## config.mk

```make
export PLATFORM = sky130hd
export DESIGN_NAME = clock_flat
export DESIGN_NICKNAME = d
export VERILOG_FILES = /design/src/rtl/clock_pkg.sv /design/src/rtl/clock_if.sv /design/src/rtl/clock_halfcnt.sv /design/src/rtl/clock.sv /design/src/flat_wrapper.sv
export SDC_FILE = /design/constraint.sdc
export NUM_CORES = 1
export LEC_CHECK = 0
export CAP_MARGIN = 20
export CORE_UTILIZATION = 36
export DETAILED_ROUTE_END_ITERATION = 8
export SLEW_MARGIN = 40
export SYNTH_ARGS = -nofsm -noshare
export SYNTH_HDL_FRONTEND = slang
export SYNTH_HIERARCHICAL = 1
export SYNTH_SLANG_ARGS = --single-unit
```

## constraint.sdc

```tcl
create_clock -name clk_ref -period 5.81 [get_ports clk_ref]
set_clock_uncertainty 0.05 [all_clocks]
set_input_delay 0.8715 -clock clk_ref [delete_from_list [all_inputs] [get_ports clk_ref]]
set_output_delay 0.8715 -clock clk_ref [all_outputs]
set_load 0.01 [all_outputs]
```

## src/rtl/clock_pkg.sv

```systemverilog
// clock_pkg: shared constants and run-state encoding for the game clock generator.
package clock_pkg;

  localparam int HALF_DEF_C = 5;
  localparam int HALF_W_C   = 16;
  localparam int CYC_W_C    = 32;

  typedef enum logic [1:0] {
    STOPPED,
    RUNNING,
    DRAINING,
    STEPPING
  } run_state_t;

endpackage

```

## src/rtl/clock_if.sv

```systemverilog
// clock_if: control/status bundle of the game clock generator.
// The step request is only present when CLOCK_STEP_EN is defined.
interface clock_if #(
  parameter int HALF_W = clock_pkg::HALF_W_C
);
  import clock_pkg::*;

  logic                en;
  logic                div_load;
  logic [HALF_W-1:0]   div_val;
`ifdef CLOCK_STEP_EN
  logic                step;
`endif
  logic                tick;
  logic [CYC_W_C-1:0]  cycles;
  logic                running;

`ifdef CLOCK_STEP_EN
  modport master (output en, div_load, div_val, step, input tick, cycles, running);
  modport slave  (input en, div_load, div_val, step, output tick, cycles, running);
`else
  modport master (output en, div_load, div_val, input tick, cycles, running);
  modport slave  (input en, div_load, div_val, output tick, cycles, running);
`endif

endinterface

```

## src/rtl/clock_halfcnt.sv

```systemverilog
// clock_halfcnt: half-period counter running 0..max(half,1)-1 with a terminal-count flag.
module clock_halfcnt
  import clock_pkg::*;
#(
  parameter int HALF_W = HALF_W_C
) (
  input  logic              clk_ref,
  input  logic              rst,
  input  logic              run,
  input  logic              clr,
  input  logic [HALF_W-1:0] half,
  output logic              tc
);

  logic [HALF_W-1:0] cnt;
  logic [HALF_W-1:0] last;

  // A half-period of zero behaves as one, so every count is terminal.
  assign last = (half == '0) ? '0 : half - HALF_W'(1);
  assign tc   = (cnt >= last);

  always_ff @(posedge clk_ref or posedge rst) begin
    if (rst) begin
      cnt <= '0;
    end else if (clr) begin
      cnt <= '0;
    end else if (run) begin
      cnt <= tc ? '0 : cnt + HALF_W'(1);
    end
  end

endmodule

```

## src/rtl/clock.sv

```systemverilog
// clock: game clock generator; clk = clk_ref / (2*max(half,1)) with tick pulse and rise counter.
// Define CLOCK_STEP_EN to compile in single-period stepping through io.step.
module clock
  import clock_pkg::*;
#(
  parameter int HALF_DEF = HALF_DEF_C,
  parameter int HALF_W   = HALF_W_C
) (
  input  logic   clk_ref,
  input  logic   rst,
  output logic   clk,
  clock_if.slave io
);

  localparam logic [HALF_W-1:0] HALF_RST = HALF_W'(HALF_DEF);

  run_state_t         state;
  run_state_t         state_d;
  logic               clk_q;
  logic               clk_d;
  logic               tick_q;
  logic               toggle;
  logic               stop_now;
  logic               run;
  logic               tc;
  logic               rise;
  logic [HALF_W-1:0]  half_act;
  logic [HALF_W-1:0]  half_pend;
  logic [CYC_W_C-1:0] cyc_q;

  assign run  = (state != STOPPED);
  assign rise = ~clk_q & clk_d;

  clock_halfcnt #(
    .HALF_W (HALF_W)
  ) u_halfcnt (
    .clk_ref (clk_ref),
    .rst     (rst),
    .run     (run),
    .clr     (stop_now),
    .half    (half_act),
    .tc      (tc)
  );

  // A stop request during a high phase drains it fully; during a low phase it stops at once.
  always_comb begin
    state_d  = state;
    clk_d    = clk_q;
    toggle   = 1'b0;
    stop_now = 1'b0;
    case (state)
      STOPPED: begin
        if (io.en) begin
          state_d = RUNNING;
        end
`ifdef CLOCK_STEP_EN
        else if (io.step) begin
          state_d = STEPPING;
          clk_d   = 1'b1;
          toggle  = 1'b1;
        end
`endif
      end
      RUNNING: begin
        if (tc) begin
          clk_d  = ~clk_q;
          toggle = 1'b1;
        end
        if (!io.en) begin
          if (clk_q) begin
            state_d = tc ? STOPPED : DRAINING;
          end else if (tc) begin
            state_d = DRAINING;
          end else begin
            state_d  = STOPPED;
            stop_now = 1'b1;
          end
        end
      end
      DRAINING: begin
        if (tc) begin
          clk_d   = 1'b0;
          toggle  = 1'b1;
          state_d = STOPPED;
        end
      end
`ifdef CLOCK_STEP_EN
      STEPPING: begin
        if (tc) begin
          if (clk_q) begin
            clk_d  = 1'b0;
            toggle = 1'b1;
          end else begin
            state_d = STOPPED;
          end
        end
      end
`endif
      default: state_d = STOPPED;
    endcase
  end

  // New half-periods take effect only on a clk toggle so phases are never cut short.
  always_ff @(posedge clk_ref or posedge rst) begin
    if (rst) begin
      state     <= STOPPED;
      clk_q     <= 1'b0;
      tick_q    <= 1'b0;
      cyc_q     <= '0;
      half_act  <= HALF_RST;
      half_pend <= HALF_RST;
    end else begin
      state  <= state_d;
      clk_q  <= clk_d;
      tick_q <= rise;
      cyc_q  <= cyc_q + CYC_W_C'(rise);
      if (toggle) begin
        half_act <= half_pend;
      end
      if (io.div_load) begin
        half_pend <= io.div_val;
      end
    end
  end

  assign clk        = clk_q;
  assign io.tick    = tick_q;
  assign io.cycles  = cyc_q;
  assign io.running = run;

endmodule

```

## src/flat_wrapper.sv

```systemverilog
// flat-port wrapper written by rule: the top's interface ports become plain ports
module clock_flat import clock_pkg::*;
#(
  parameter int HALF_DEF = HALF_DEF_C,
  parameter int HALF_W   = HALF_W_C
)
  (clk_ref, rst, clk, io_en, io_div_load, io_div_val, io_tick, io_cycles, io_running);
  clock_if #(.HALF_W(HALF_W)) io_i ();
  input  logic clk_ref;
  input  logic rst;
  output logic clk;
  input wire logic [$bits(io_i.en)-1:0] io_en;
  input wire logic [$bits(io_i.div_load)-1:0] io_div_load;
  input wire logic [$bits(io_i.div_val)-1:0] io_div_val;
  output wire logic [$bits(io_i.tick)-1:0] io_tick;
  output wire logic [$bits(io_i.cycles)-1:0] io_cycles;
  output wire logic [$bits(io_i.running)-1:0] io_running;
  assign io_i.en = io_en;
  assign io_i.div_load = io_div_load;
  assign io_i.div_val = io_div_val;
  assign io_tick = io_i.tick;
  assign io_cycles = io_i.cycles;
  assign io_running = io_i.running;
  clock #(.HALF_DEF(HALF_DEF), .HALF_W(HALF_W)) u_core (.clk_ref(clk_ref), .rst(rst), .clk(clk), .io(io_i));
endmodule
```

==> results of run 1 <==
==> critical path: stages (launching register included) <==
cell	delay [ns]
dfrtp_1	0.41
nor3_1	0.25
nand2b_1	0.10
nor2_1	0.19
nand4_1	0.49
nand2_1	0.24
ha_1	0.27
a21o_1	0.19
a221oi_1	0.30
o21ai_1	0.21
a21oi_1	0.29
inv_1	0.12
inv_1	0.09
ha_1	0.14
a22oi_1	0.08
a21oi_1	0.17
and2_1	0.17
ha_1	0.22
nand4_2	0.19
or4_4	0.65
nor4_4	0.26
xor2_1	0.16
==> what timing repair did <==
action | in CTS | in global routing
endpoints found under the hold margin | 0 | 0
endpoints found under the setup margin | 0 | 10
gates resized for setup | 0 | 1
==> cells in the mapped netlist, types with 2 or more instances <==
| cell type | n | area (um2) |
|---|---|---|
| dfrtp_1 | 80 | 2000 |
| nand2_1 | 42 | 158 |
| mux2_2 | 32 | 360 |
| xnor2_1 | 27 | 236 |
| ha_1 | 26 | 325 |
| nor2_1 | 24 | 90.1 |
| nand3_1 | 18 | 90.1 |
| xor2_1 | 16 | 140 |
| inv_1 | 14 | 52.6 |
| nand4_1 | 13 | 81.3 |
| a21oi_1 | 11 | 55.1 |
| a31oi_1 | 10 | 62.6 |
| nand2b_1 | 9 | 56.3 |
| and3_1 | 8 | 50.1 |
| nor3_1 | 7 | 35.0 |
| a21o_1 | 6 | 45.0 |
| and2_1 | 6 | 37.5 |
| clkbuf_1 | 5 | 18.8 |
| o21ai_1 | 5 | 25.0 |
| a22o_1 | 4 | 35.0 |
| and4_1 | 4 | 35.0 |
| dfstp_2 | 4 | 105 |
| o21ai_0 | 4 | 20.0 |
| and3_2 | 3 | 22.5 |
| buf_6 | 3 | 33.8 |
| nor2b_1 | 3 | 18.8 |
| a221o_1 | 2 | 20.0 |
| buf_1 | 2 | 7.51 |
| buf_4 | 2 | 15.0 |
| nand4_2 | 2 | 25.0 |
| nor3_2 | 2 | 20.0 |
| nor4_2 | 2 | 25.0 |
| nor4_4 | 2 | 42.5 |
==> flip-flops by register name (all words and copies together) (netlist names) <==
signal,flops
u_core/u_halfcnt/cnt,16
u_core/state,2
u_core/clk,1
u_core/half_pend,16
u_core/io.tick,1
u_core/io.cycles,32
u_core/half_act,16
==> layer usage <==
layer  vias to the layer above  share of wire (%)
met3                         9                4.5
met2                        51                 47
met5                         -                  0
met1                      1591                 47
li1                       1585                  -
met4                         0                1.0
==> cells by family (layout without fill, tap and decap cells) <==
group	count (synthesis)	count (layout)	synth area share (%)
xor+xnor	43	43	8.30
buf+inv	26	84	2.81
flops	84	84	46.5
compound gates	53	53	8.28
simple gates	154	154	19.0
fa+ha+maj	26	26	7.17
mux	32	32	7.94
==> power by group through the flow <==
stage	Sequential [mW]	Clock, mW	Combinational (mW)
floorplan	0.782	0	0.678
global placement	0.794	0	0.858
detailed placement	0.796	0	0.892
CTS	0.787	0.585	0.894
global route	0.801	0.613	1.01
finish	0.785	0.574	0.887
==> worst paths after layout <==
path | cells past startpoint | startpoint | slack [ns] | to
max | 21 | u_core/half_act[11] | 0.52 | u_core/io.cycles[29]
min | 1 | u_core/io.cycles[31] | 0.44 | u_core/io.cycles[31]
max reg2reg | 21 | u_core/half_act[11] | 0.52 | u_core/io.cycles[29]
min reg2reg | 1 | u_core/io.cycles[31] | 0.44 | u_core/io.cycles[31]
max in group asynchronous | 3 | rst | 3.91 | u_core/half_act[3]
min in group asynchronous | 2 | rst | 0.84 | u_core/state[1]
==> layout by cell type, fill, tap and decap left out, drive strengths merged, types with 2 or more instances in the layout <==
cell,instances
a211o,2
xnor2,27
o21ai,9
mux2,32
and3,11
xor2,16
a31oi,10
nand2,42
nor2,24
clkdlybuf4s50,54
a21oi,12
and4,5
a22o,4
and2,6
clkbuf,10
dfstp,4
a21o,6
ha,26
nor3,9
nor2b,3
nand4,15
nor4,5
a221o,2
dfrtp,80
nand3,19
nand2b,9
inv,15
clkinv,2
==> through the flow <==
stage          hold WS, ns  cell area [um2]  utilization, %  setup slack, ns
2_1_floorplan        0.420             4540               -             1.18
3_3_place_gp         0.419             5220            42.9            0.621
3_5_place_dp         0.418             5220            42.9            0.381
4_1_cts              0.436             5520            45.4            0.387
5_1_grt              0.462             5520            45.4           0.0105
6_report             0.437             5520            45.4            0.519
==> area by class of cell <==
cell class	count	area, um2
flip-flops and latches	84	2110
repair buffers	55	548
multi-input cells	308	2310
well taps	168	210
clock buffers	10	239
fillers	1147	6640
inverters	14	52.6
clock inverters	5	60.1
==> metrics.cfg, run 1 <==
[die]
fp.dieH_um=114
io_pins=55
initial_core_util_pct=37.3
dieWidth_um=114
rows=40
core_area_um2=12200
die_area_um2=13100

[place]
dp_hpwl_um=6760
dpl.cell_count=629
port_buffers=54
gp_congestion=0.790

[timing]
period_needed_ns=5.29
final_max_slew_viol_count=0
max_clock_freq_ghz=0.189
setup-tns-final_ns=0
fin_crit_sh_pct=91.1
grt_setup_unrepaired=no
max_slew_margin_pct=49.0
hold_viol=0
setup_viol=0
tightest_slew_ns=0.763

[synth]
synth_cells=418
ys_types=53
ys_ff_latch=84
synth_nets=464
synth_ff_type=dfrtp_1
synth_async_sr_flop_share_pct=100
avgSynthCellArea_um2=10.9
syn_area_um2=4540
yosysSeqAreaShare_pct=46.5
synth-edff-count=0
ys_warn_count=6

[drt]
drt_iter0_markers=152
ant_nets=0
wl_um=9170
drc=0
vias=3236
drt_first_pass_iters=4
wl_per_cell_um=14.2
via_per_inst=5.02

[pwr]
ir_drop_uv=143
power_frac_comb_pct=39.5
p_int_mw=1.43
power.density_nw_per_um2=407
p_seq_share_pct=35.0
power.switching_uw=813
clockPowerShare_pct=25.6
power_mw=2.25
p_leak_nw=2.54
swShare_pct=36.2

[worst_setup_path]
cp.required_ns=6.02
critPathMaxFanout=16
crit_path_end_kind=flip-flop
worstPathArrival_ns=5.50
critPathKind=flip-flop to flip-flop
cp-start-kind=flip-flop

[grt]
globalRouteMet3Util_pct=4.45
globalRouteTotalUtil_pct=15.0
gr-usage-met1_pct=19.2
grt_use_met2_pct=24.6
gr-max-usage-layer=met2
grt_max_degree=49
antenna_found_initial=0
grt_pass1_vias=3231
grt_pass1_wl_um=15600
grt-ovfl-total=0

[clock_network]
insertion_delay_ns=0.33
cts-root-buf=clkbuf_16
tritoncts.num_buffers=9
htree_num_levels=3
post-cts-setup-buffer-count=0
cts_tree=done
clkTransAtPathRegs_ns=0.06
clock_path_buffers=2
clkSinkCount=84
cts_hold_buf=0

[cells_and_area]
stdcell_count=644
fin_nets=518
drive_gt1_share_pct=14.9
area_delta_synth_final_pct=21.8
diodes=0

[job]
cap_violations=0

[min_path]
hold_class=flip-flop to flip-flop

[outcome]
status=finished clean

Power figures use the tool's default switching activity.
==> run 2, diff against run 1 <==
--- a/config.mk
+++ b/config.mk
@@ -6,6 +6,7 @@
 export NUM_CORES = 1
 export LEC_CHECK = 0
 export CAP_MARGIN = 20
+export CORE_MARGIN = 3
 export CORE_UTILIZATION = 36
 export DETAILED_ROUTE_END_ITERATION = 8
 export SLEW_MARGIN = 40
==> run 2 against run 1 <==
Against the previous run: register-to-register slack gained 0.06 ns; combinational power grew 0.8%; fmax grew 1.1%; via count shrank 0.90%; setup slack gained 0.059 ns; clock-buffer cell count grew 2; flip-flop and latch count is the same; first-iteration DRC count shrank 8.6%; critical path type unchanged; critical endpoint is now u_core/io.cycles[26]; largest power group unchanged.
==> metrics.cfg, run 2 (synthesis gave the netlist of run 1 again) <==
[pwr]
p_leak_nw=2.54  ; +0.14%
power.switching_uw=808  ; -0.53%
ir_drop_uv=149  ; +4.6%
p_seq_share_pct=34.4  ; -0.6 points
p_int_mw=1.47  ; +2.8%
clockPowerShare_pct=26.5  ; +0.9 points
power_frac_comb_pct=39.1  ; -0.4 points
swShare_pct=35.4  ; -0.76 points
power.density_nw_per_um2=410  ; +0.83%

[cells_and_area]
layout_common_cells=dfrtp_1 (80), clkdlybuf4s50_1 (54), nand2_1 (42)
area_delta_synth_final_pct=22.7
final_common_cell=dfrtp_1
largest_reg_flops=32  ; unchanged
drive_gt1_share_pct=15.0  ; +0.084 points
diodes=0  ; unchanged
stdcell_area_um2=5570  ; +0.77%
fin_nets=521  ; +0.58%

[drt]
ant_nets=0  ; unchanged
drt_first_pass_iters=4  ; unchanged
drc=0  ; unchanged
wl_um=9130  ; -0.45%
via_per_inst=4.95  ; -1.5%
wl_per_cell_um=14.1  ; -1.1%
vias=3207  ; -0.90%
drt_iter0_markers=139  ; -8.6%

[grt]
grt-ovfl-total=0  ; unchanged
antenna_found_initial=0  ; unchanged
grt_pass1_vias=3299  ; +2.1%
globalRouteTotalUtil_pct=13.7  ; -1.3 points
grt_max_degree=36  ; -27%
grt_pass1_wl_um=15800  ; +1.5%

[min_path]
hold_class=flip-flop to flip-flop

[clock_network]
cts-root-buf=clkbuf_16
clkTransAtPathRegs_ns=0.06  ; about the same
clkSinkCount=84  ; unchanged
cts_tree=done
cts_hold_buf=0  ; unchanged
clock_path_buffers=2  ; unchanged
htree_num_levels=3  ; unchanged
insertion_delay_ns=0.34  ; about the same
tritoncts.num_buffers=9  ; unchanged

[timing]
grt_setup_unrepaired=no
hold_viol=0  ; unchanged
finalWorstSetupSlack_ns=0.578  ; +0.0595 ns
max_slew_margin_pct=53.3  ; +4.3 points
period_needed_ns=5.23  ; -0.0595 ns
fin_crit_sh_pct=90.0  ; -1.0 points
setup-tns-final_ns=0  ; unchanged
final_max_slew_viol_count=0  ; unchanged
tightest_slew_ns=0.699  ; -0.0640 ns
max_clock_freq_ghz=0.191  ; +1.1%
hold_ws_ns=0.437  ; +0.000159 ns
setup_viol=0  ; unchanged

[place]
port_buffers=54  ; unchanged
gp_congestion=0.860  ; +8.9%
dp_hpwl_um=6850  ; +1.3%
dpl_cell_area_um2=5240  ; +0.38%
place_ws_ns=0.446  ; +0.0647 ns

[worst_setup_path]
critPathKind=flip-flop to flip-flop
max_stage_delay_ns=0.56  ; -0.09 ns
worstPathArrival_ns=5.39  ; -0.11 ns
cp.required_ns=5.97  ; -0.05 ns
critPathMaxFanout=10  ; -6
crit_path_frequent_cell=ha_1
cp-start-kind=flip-flop
critical_path.cell_chain=nor4_1 -> nand3_1 -> nor3_1 -> xor2_1 -> nand2_1 -> ha_1 -> nand4_2 -> nor2_1 -> and3_2 -> a21oi_1 -> inv_1 -> inv_1 -> ha_1 -> a22oi_1 -> a21oi_1 -> and2_1 -> ha_1 -> ha_1 -> nand3_1 -> nor3_2 -> nand4_1 -> xnor2_1
crit_path_end_kind=flip-flop
slowest_stage=nor3_2

[die]
rows=40  ; unchanged
initial_core_util_pct=37.3  ; unchanged
core_area_um2=12200  ; unchanged
fp.dieH_um=118  ; +3.5%
dieWidth_um=118  ; +3.5%
io_pins=55  ; unchanged
die_area_um2=14000  ; +7.1%

[job]
cap_violations=0  ; unchanged

[outcome]
status=finished clean

run 2: per-layer routing:
| metal | track usage [%] | wire length [um] | vias up |
|---|---|---|---|
| met2 | 21.8 | 4340 | 47 |
| met3 | 4.74 | 441 | 7 |
| li1 | - | - | 1602 |
| met5 | 0 | 0 | - |
| met4 | 4.91 | 89 | 0 |
| met1 | 17.5 | 4250 | 1551 |
run 2: power groups by stage:
stage	clock network (mW)	registers [mW]	logic, mW
after floorplan	0	0.782	0.678
after global placement	0	0.793	0.859
after detailed placement	0	0.796	0.893
after CTS	0.623	0.786	0.895
after global routing	0.654	0.801	1.02
final	0.604	0.785	0.894
run 2: worst paths after layout:
kind / end / slack (ns) / cells after the start / from
worst max register to register: u_core/io.cycles[26] / 0.58 / 22 / u_core/half_act[6]
worst min register to register: u_core/io.cycles[31] / 0.44 / 1 / u_core/io.cycles[31]
worst max-delay path: u_core/io.cycles[26] / 0.58 / 22 / u_core/half_act[6]
max in group asynchronous: u_core/half_act[0] / 4.18 / 4 / rst
worst min-delay path: u_core/io.cycles[31] / 0.44 / 1 / u_core/io.cycles[31]
min in group asynchronous: u_core/io.cycles[6] / 0.93 / 3 / rst
run 2: stage by stage:
step,util (%),std cells,power (mW)
2_1_floorplan,-,418,1.46
3_3_place_gp,42.9,629,1.65
3_5_place_dp,43.1,630,1.69
4_1_cts,45.6,646,2.30
5_1_grt,45.8,648,2.48
6_report,45.8,648,2.28
run 2: timing repair:
item	in CTS	in global routing
setup buffers	0	2
setup endpoints to repair	0	11
gates resized for setup	0	0
run 2: worst max-delay path, delay by kind of cell, from the launching register on:
kind / cells / cell delay [ns]
compound gates: 3 / 0.38
xor+xnor: 2 / 0.35
fa+ha+maj: 4 / 0.99
buf+inv: 2 / 0.20
flops: 1 / 0.43
simple gates: 11 / 2.70
run 2: cell type report:
class,instances,area [um2]
clock buffers,12,236
clock inverters,4,76.3
fillers,1114,6600
inverters,14,52.6
multi-input cells,308,2300
flip-flops and latches,84,2110
well taps,168,210
repair buffers,58,583
